$ cat src/rtl/minimax_rf_pkg.sv
// minimax_rf_pkg
// Shared definitions for the minimax_rf port controller: controller state
// encoding, register-file geometry and bank encodings.
// No ports (package).
package minimax_rf_pkg;

  localparam int RF_ADDR_W = 5;
  // Registers 1..31 in each of the two banks; x0 is never written.
  localparam int CLEAR_LEN = 62;

  localparam logic BANK_EXEC  = 1'b0;
  localparam logic BANK_UCODE = 1'b1;

  typedef enum logic [1:0] {
    IDLE    = 2'd0,
    CLEAR   = 2'd1,
    DBG_ACC = 2'd2,
    DBG_ACK = 2'd3
  } ctrl_state_e;

endpackage

$ cat src/rtl/minimax_rf_clear_seq.sv
// minimax_rf_clear_seq
// Address/bank walker for the register-file clear sequence. Steps through
// addr 1..31 of the execution bank, then 1..31 of the microcode bank.
// Ports:
//   clk, rst_n : clock, synchronous active-low reset
//   en         : advance one position this cycle (controller is in CLEAR)
//   addr, bank : current write position
//   last       : this cycle is the final clear write
//   done       : one-cycle pulse in the cycle after the final write
module minimax_rf_clear_seq
  import minimax_rf_pkg::*;
(
  input  logic                 clk,
  input  logic                 rst_n,
  input  logic                 en,
  output logic [RF_ADDR_W-1:0] addr,
  output logic                 bank,
  output logic                 last,
  output logic                 done
);

  assign last = en && (addr == '1) && (bank == BANK_UCODE);

  always_ff @(posedge clk) begin
    if (!rst_n) begin
      addr <= RF_ADDR_W'(1);
      bank <= BANK_EXEC;
      done <= 1'b0;
    end else begin
      done <= last;
      if (en) begin
        // Wrapping from 31 skips x0 and flips the bank; after the microcode
        // bank this lands back on exec/1, ready for the next clear.
        if (addr == '1) begin
          addr <= RF_ADDR_W'(1);
          bank <= ~bank;
        end else begin
          addr <= addr + RF_ADDR_W'(1);
        end
      end
    end
  end

endmodule

$ cat src/rtl/minimax_rf_ctrl.sv
// minimax_rf_ctrl
// Port controller in front of minimax_rf. Multiplexes the RF write port and
// rD read path between the core pipeline, a debug access port and the
// built-in clear sequencer. The core is stalled whenever it does not own the RF.
// Ports:
//   clk, rst_n            : clock, synchronous active-low reset
//   core_*                : core pipeline RF request; core_stall holds it off
//   dbg_req/we/bank/addr/wdata, dbg_ack, dbg_rdata : debug access port
//   clr_start, clr_busy, clr_done                  : clear sequencer control
//   rf_*                  : connections to minimax_rf
//
// state   | meaning
// --------+-------------------------------------------------------------
// IDLE    | core owns the RF, arbitrate clr_start > dbg_req
// CLEAR   | sequencer writes 0 to bank0/1 addr 1..31, core stalled
// DBG_ACC | debug read/write applied to the RF, rD captured at cycle end
// DBG_ACK | dbg_ack pulse, RF idle, always followed by an IDLE core slot
module minimax_rf_ctrl
  import minimax_rf_pkg::*;
#(
  parameter int XLEN           = 32,
  parameter bit CLEAR_ON_RESET = 1'b1
) (
  input  logic                 clk,
  input  logic                 rst_n,
  input  logic [RF_ADDR_W-1:0] core_addrS,
  input  logic [RF_ADDR_W-1:0] core_addrD,
  input  logic [XLEN-1:0]      core_new_value,
  input  logic                 core_we,
  input  logic                 core_rS_microcode,
  input  logic                 core_rD_microcode,
  output logic                 core_stall,
  input  logic                 dbg_req,
  input  logic                 dbg_we,
  input  logic                 dbg_bank,
  input  logic [RF_ADDR_W-1:0] dbg_addr,
  input  logic [XLEN-1:0]      dbg_wdata,
  output logic                 dbg_ack,
  output logic [XLEN-1:0]      dbg_rdata,
  input  logic                 clr_start,
  output logic                 clr_busy,
  output logic                 clr_done,
  output logic [RF_ADDR_W-1:0] rf_addrS,
  output logic [RF_ADDR_W-1:0] rf_addrD,
  output logic [XLEN-1:0]      rf_new_value,
  output logic                 rf_we,
  output logic                 rf_rS_microcode,
  output logic                 rf_rD_microcode,
  input  logic [XLEN-1:0]      rf_rD
);

  ctrl_state_e state, state_nxt;

  logic [RF_ADDR_W-1:0] seq_addr;
  logic                 seq_bank;
  logic                 seq_last;
  logic                 seq_done;
  logic                 we_int;

  minimax_rf_clear_seq u_clear_seq (
    .clk   (clk),
    .rst_n (rst_n),
    .en    (state == CLEAR),
    .addr  (seq_addr),
    .bank  (seq_bank),
    .last  (seq_last),
    .done  (seq_done)
  );

  always_ff @(posedge clk) begin
    if (!rst_n) begin
      state <= CLEAR_ON_RESET ? CLEAR : IDLE;
    end else begin
      state <= state_nxt;
    end
  end

  always_comb begin
    state_nxt = state;
    case (state)
      IDLE: begin
        if (clr_start) begin
          state_nxt = CLEAR;
        end else if (dbg_req) begin
          state_nxt = DBG_ACC;
        end
      end
      CLEAR:   if (seq_last) state_nxt = IDLE;
      DBG_ACC: state_nxt = DBG_ACK;
      DBG_ACK: state_nxt = IDLE;
      default: state_nxt = IDLE;
    endcase
  end

  always_comb begin
    rf_addrS        = '0;
    rf_addrD        = '0;
    rf_new_value    = '0;
    we_int          = 1'b0;
    rf_rS_microcode = BANK_EXEC;
    rf_rD_microcode = BANK_EXEC;
    case (state)
      IDLE: begin
        rf_addrS        = core_addrS;
        rf_addrD        = core_addrD;
        rf_new_value    = core_new_value;
        we_int          = core_we;
        rf_rS_microcode = core_rS_microcode;
        rf_rD_microcode = core_rD_microcode;
      end
      CLEAR: begin
        rf_addrD        = seq_addr;
        rf_rD_microcode = seq_bank;
        we_int          = 1'b1;
      end
      DBG_ACC: begin
        rf_addrD        = dbg_addr;
        rf_rD_microcode = dbg_bank;
        rf_new_value    = dbg_wdata;
        we_int          = dbg_we;
      end
      DBG_ACK: begin
        rf_addrD        = dbg_addr;
        rf_rD_microcode = dbg_bank;
      end
      default: ;
    endcase
  end

  // The state register parks in CLEAR while reset is held; masking here keeps
  // an aborted clear or debug access from landing a write on the reset edge.
  assign rf_we = we_int & rst_n;

  always_ff @(posedge clk) begin
    if (!rst_n) begin
      dbg_rdata <= '0;
    end else if (state == DBG_ACC) begin
      dbg_rdata <= rf_rD;
    end
  end

  assign core_stall = (state != IDLE);
  assign clr_busy   = (state == CLEAR);
  assign dbg_ack    = (state == DBG_ACK);
  assign clr_done   = seq_done;

endmodule
$ cat config.mk
export PLATFORM = sky130hd
export DESIGN_NAME = minimax_rf_ctrl
export DESIGN_NICKNAME = d
export VERILOG_FILES = /design/src/rtl/minimax_rf_pkg.sv /design/src/rtl/minimax_rf_clear_seq.sv /design/src/rtl/minimax_rf_ctrl.sv
export SDC_FILE = /design/constraint.sdc
export NUM_CORES = 1
export LEC_CHECK = 0
export CORE_MARGIN = 8
export CORE_UTILIZATION = 34
export DETAILED_ROUTE_END_ITERATION = 16
export PLACE_DENSITY_LB_ADDON = 0.1
export SYNTH_ARGS = -nofsm -noshare
export SYNTH_HDL_FRONTEND = slang
export SYNTH_SLANG_ARGS = --single-unit
export TNS_END_PERCENT = 5
$ cat constraint.sdc
create_clock -name clk -period 2.5 [get_ports clk]
set_clock_uncertainty 0.1 [all_clocks]
set_input_delay 0.5 -clock clk [delete_from_list [all_inputs] [get_ports clk]]
set_output_delay 0.5 -clock clk [all_outputs]
set_load 0.03 [all_outputs]
# == Word level (Yosys, flattened, before mapping) ==
# Index checks and enable logic that the tools add are counted.
# totals
elab_cells,32
reg_bits,41
output_inout_bits,81
# classes
bitwise,2
n_eq_ne,6
n_reduce_logical,7
n_addsub,1
n_mux,11
# op_table
operator,count
32-bit case mux with 2 select lines,1
5-bit case mux with 3 select lines,1
5-bit 2-to-1 mux,2
2-bit case mux with 4 select lines,1
2-bit 2-to-1 mux,3
1-bit case mux with 3 select lines,2
"5-bit by 1-bit adder with 5-bit output, second input constant",1
"5-bit equality test, second input constant",1
"2-bit equality test, second input constant",2
2-bit AND reduction,2
"3-bit inequality test, second input constant",1
"2-bit by 1-bit equality test with 1-bit output, second input constant",1
1-bit logical AND,2
2-bit logical NOT,1
"2-bit inequality test, second input constant",1
2-bit nonzero test,1
2-bit OR reduction,1
1-bit bitwise AND,1
1-bit 2-to-1 mux,1
1-bit inverter,1

# == Depth between registers and ports, before layout ==
# depth
word_depth,5
mapped_depth,6
depth_no_buf,6

# == Cells and area by module ==
# From an unflattened synthesis, not the netlist that was laid out.
# unflattened
cells_unflattened,287
hier_area_um2,2313.5
# by_module_without_submodules
module,cells_per_inst,area_per_inst_um2,n_inst
minimax_rf_ctrl,254,1985.7,1
minimax_rf_clear_seq,33,327.8,1

# == Least setup slack after synthesis ==
# OpenSTA, ideal clock, no wires.
# synth_path
path_type,flip-flop to output port
startpoint,register state[0]
endpoint,output port rf_addrD[3]
path_buffers,2
path_stages_with_launch,5
t_arrival_ps,1561
path_slack_ps,339
required_ps,1900
cell_sequence,dfxtp_1 > buf_2 > buf_2 > mux2i_1 > o21ai_0
# synth_via
elab_chain_cells,3
# synth_lines
element,line_no,source
"start, declared",minimax_rf_ctrl.sv:52,"ctrl_state_e state, state_nxt;"
"start signal, assigned",minimax_rf_ctrl.sv:72,state <= CLEAR_ON_RESET ? CLEAR : IDLE;
"start signal, assigned",minimax_rf_ctrl.sv:74,state <= state_nxt;
2-bit equality test,minimax_rf_ctrl.sv:102,case (state)
2-bit OR reduction (no line),-,
5-bit case mux with 3 select lines *,minimax_rf_ctrl.sv:102,
"end, declared",minimax_rf_ctrl.sv:44,"output logic [RF_ADDR_W-1:0] rf_addrD,"
# Mark *: on every way between the ends. The rest lies on a longest branch, timed or not.

# == Final worst setup path ==
# layout_path
startpoint,register state[1]
endpoint,output port rf_new_value[28]
# layout_via
elab_chain_cells,2
# layout_lines
element,line_no,source
2-bit equality test / 2-bit logical NOT (equally long branches),minimax_rf_ctrl.sv:102,
32-bit case mux with 2 select lines *,minimax_rf_ctrl.sv:102,
"end, declared",minimax_rf_ctrl.sv:45,"output logic [XLEN-1:0] rf_new_value,"
# Marks and branches as above.

==> impl_metrics.toml <==
[timing]
rsz0062_at_grt = "yes"
setup_tns_ps = 0
period_share_pct = 99.3
max_freq_ghz = 0.403
hold_viol = 0
fin_ws_ps = 18.0
worstMarginPinSlew_ps = 373
min_period_ps = 2480
finalSetupViolations = 0
final_max_slew_viol_count = 0
maxSlewHeadroom_pct = 75.0

[layout]
drive_above_1_share_pct = 8.54
stdcell_area_sq_um = 4570
diodes = 0
final_common_cell = "clkdlybuf4s50_1"
fin_cells = 557
synthToLayoutAreaGrowth_pct = 101
fin_nets = 601
fillers = 517
layout_common_cells = "172 x clkdlybuf4s50_1, 70 x nand2_1, 40 x mux2i_1"

[place]
gp_congestion = 0.827
dp_hpwl_microns = 7550
placed_cells = 549
port_buffers = 200
post-place-ws_ps = 62.0
detailed_place.area_sq_um = 4420

[cts]
cts_max_path_buffers = 2
clock_sinks = 41
clk_pin_slew_ps = 80
cts.htree.levels = 2
cts_setup_buffers = 0
clockRootBuffer = "clkbuf_8"
postCtsResizedCells = 0
hold_buffers = 0
cts_buffers = 5
clock_latency_ps = 290
cts_tree = "yes"

[route]
drt_wl_total_microns = 9230
drc = 0
vias_per_cell = 4.75
drt_iter0_drc = 95
wl_met1_microns = 3650
top_layer_used = "met4"
wl_met3_microns = 1020
wl_met2_microns = 4310
num_vias = 2643
wire_per_inst_microns = 16.6
antenna_left = 0
detail_route.first_pass.iterations = 4

[synth]
synth_area_sq_um = 2270
synth_compound_area_share_pct = 15.1
synth.area.mux_share_pct = 17.6
synthAdderAreaFrac_pct = 1.10
synth_xor_area_share_pct = 0.385
avgSynthCellArea_sq_um = 7.89
yosys-top-cells-area = "dfxtp_1 36%, mux2i_1 18%, nand2_1 12%"
syn_nets = 410
seq_area_frac_synth_pct = 36.1
syn_inst = 288
netlist.area_leader.share_pct = 36.1
synth-warning-count = 0
synth_edf_count = 0
synth_top_family_by_area = "simple AND/OR/NAND/NOR gates"
yosysTopAreaCell = "dfxtp_1"
async_flop_share_pct = 0
ys.flop_type = "dfxtp_1"
ys_types = 28
ys_seq_elements = 41
yosys.area_share.simple_pct = 23.9

[setup_path]
worstPathArrival_ps = 1880
reg2reg_depth = 5
crit_path_start_kind = "flip-flop"
cp.required_ps = 1900
crit_buf_inv = 2
critPathTopFamily = "buffers and inverters"
crit_path_top_delay_cell = "clkdlybuf4s50_1"
worst-setup-path-type = "reg -> out"
crit_chain = "buf_12 -> mux2i_1 -> nor2_1 -> clkdlybuf4s50_1"
r2r-end = "u_clear_seq.addr[3]$_SDFFE_PN0N_"
r2r_start = "u_clear_seq.addr[0]$_SDFFE_PN1N_"
path_max_fanout = 40
r2r_setup_slack_ps = 610
endpoint_kind = "output port"
slowest_delay_ps = 720

[die]
pin_count = 201
die_h_microns = 97.8
die_x_microns = 97.8
initial_core_util_pct = 35.4
dieArea_sq_um = 9560
core_area_sq_um = 6420
row_count = 29

[grt]
grt_max_degree = 42
gr-total-overflow = 0
first_global_vias = 2790
grt_pass1_wl_microns = 14400
grt.total_usage_pct = 18.4
antenna_found_initial = 0

[pwr]
power_frac_clock_pct = 37.3
combPwrFrac_pct = 17.7
irDropWorstVdd_v = 0.000198
p_leak_nw = 1.74
power_mw = 1.48
seqPwrFrac_pct = 44.9
switchingPower_mw = 0.304
switching_share_pct = 20.5
cellInternalPower_mw = 1.18
power_density_nw_per_um2 = 325

[job]
drv_cap = 0

[worst_hold_path]
hold_path_end = "dbg_rdata[16]$_SDFFE_PN0N_"
holdPathStages = 2
hold_path_class = "reg -> reg"
hp-start = "dbg_rdata[16]$_SDFFE_PN0N_"

[run_status]
status = "finished, final reports clean"
==> power groups by stage <==
stage | logic [mW] | clock network [mW] | registers (mW)
after floorplan | 0.0601 | 0 | 0.679
after global placement | 0.259 | 0 | 0.682
after detailed placement | 0.264 | 0 | 0.682
after CTS | 0.265 | 0.573 | 0.667
after global routing | 0.282 | 0.598 | 0.668
final | 0.263 | 0.554 | 0.667
==> worst min-delay path: cells and delay by family (launching register included) <==
kind | cells | cell delay [ps]
AO/OA/AOI/OAI | 1 | 60
flip-flops | 1 | 310
AND/OR/NAND/NOR | 1 | 40
==> flip-flops by register name, indices dropped and copies added, names as in the netlist <==
register	cells
dbg_rdata	32
u_clear_seq.addr	5
state	2
u_clear_seq.bank	1
u_clear_seq.done	1
==> layer usage <==
metal	up-vias	track usage, %
met5	-	0
li1	1330	-
met3	15	9.30
met1	1170	18.9
met2	128	31.7
met4	0	6.59
==> worst max path at each step <==
| stage | slack, ps | startpoint | cells past startpoint | to |
|---|---|---|---|---|
| finish | 20 | state[1]$_SDFFE_PN0P_ | 4 | rf_new_value[28] |
| global route | -70 | state[1]$_SDFFE_PN0P_ | 4 | rf_new_value[28] |
| CTS | 60 | dbg_wdata[15] | 4 | rf_new_value[15] |
| floorplan | 340 | state[0]$_SDFFE_PN1P_ | 4 | rf_addrD[3] |
| detailed placement | 60 | core_new_value[31] | 4 | rf_new_value[31] |
| global placement | 70 | core_new_value[31] | 4 | rf_new_value[31] |
==> synth_stat cells, types with 4 or more instances <==
cell type and count:
nor2_1 35, o21ai_0 11, buf_2 11, inv_1 4
nand2_1 70, dfxtp_1 41, mux2i_1 40, clkbuf_1 10
a21boi_0 32, and2_1 8, nor2b_1 4
==> per-stage QoR <==
step           util [%]  hold slack, ps
6_report           71.1             363
5_1_grt            71.1             392
4_1_cts            70.7             368
3_5_place_dp       68.9             356
3_3_place_gp       68.9             349
2_1_floorplan         -             360
==> cells by family after synthesis <==
logic type	after synthesis
AO/OA/AOI/OAI	50
XOR/XNOR	1
adder cells (fa/ha/maj)	2
buffers and inverters	27
flip-flops	41
multiplexers	40
AND/OR/NAND/NOR	127
==> cell type report <==
cell class | instances | area, sq um | area share, %
Timing Repair Buffer | 207 | 2190 | 47.9
Multi-Input combinational cell | 220 | 1330 | 29.0
Sequential cell | 41 | 823 | 18.0
Tap cell | 77 | 96.3 | 2.11
Clock buffer | 6 | 82.6 | 1.81
Clock inverter | 2 | 37.5 | 0.822
Inverter | 4 | 15.0 | 0.329
Power figures use the tool's default switching activity.
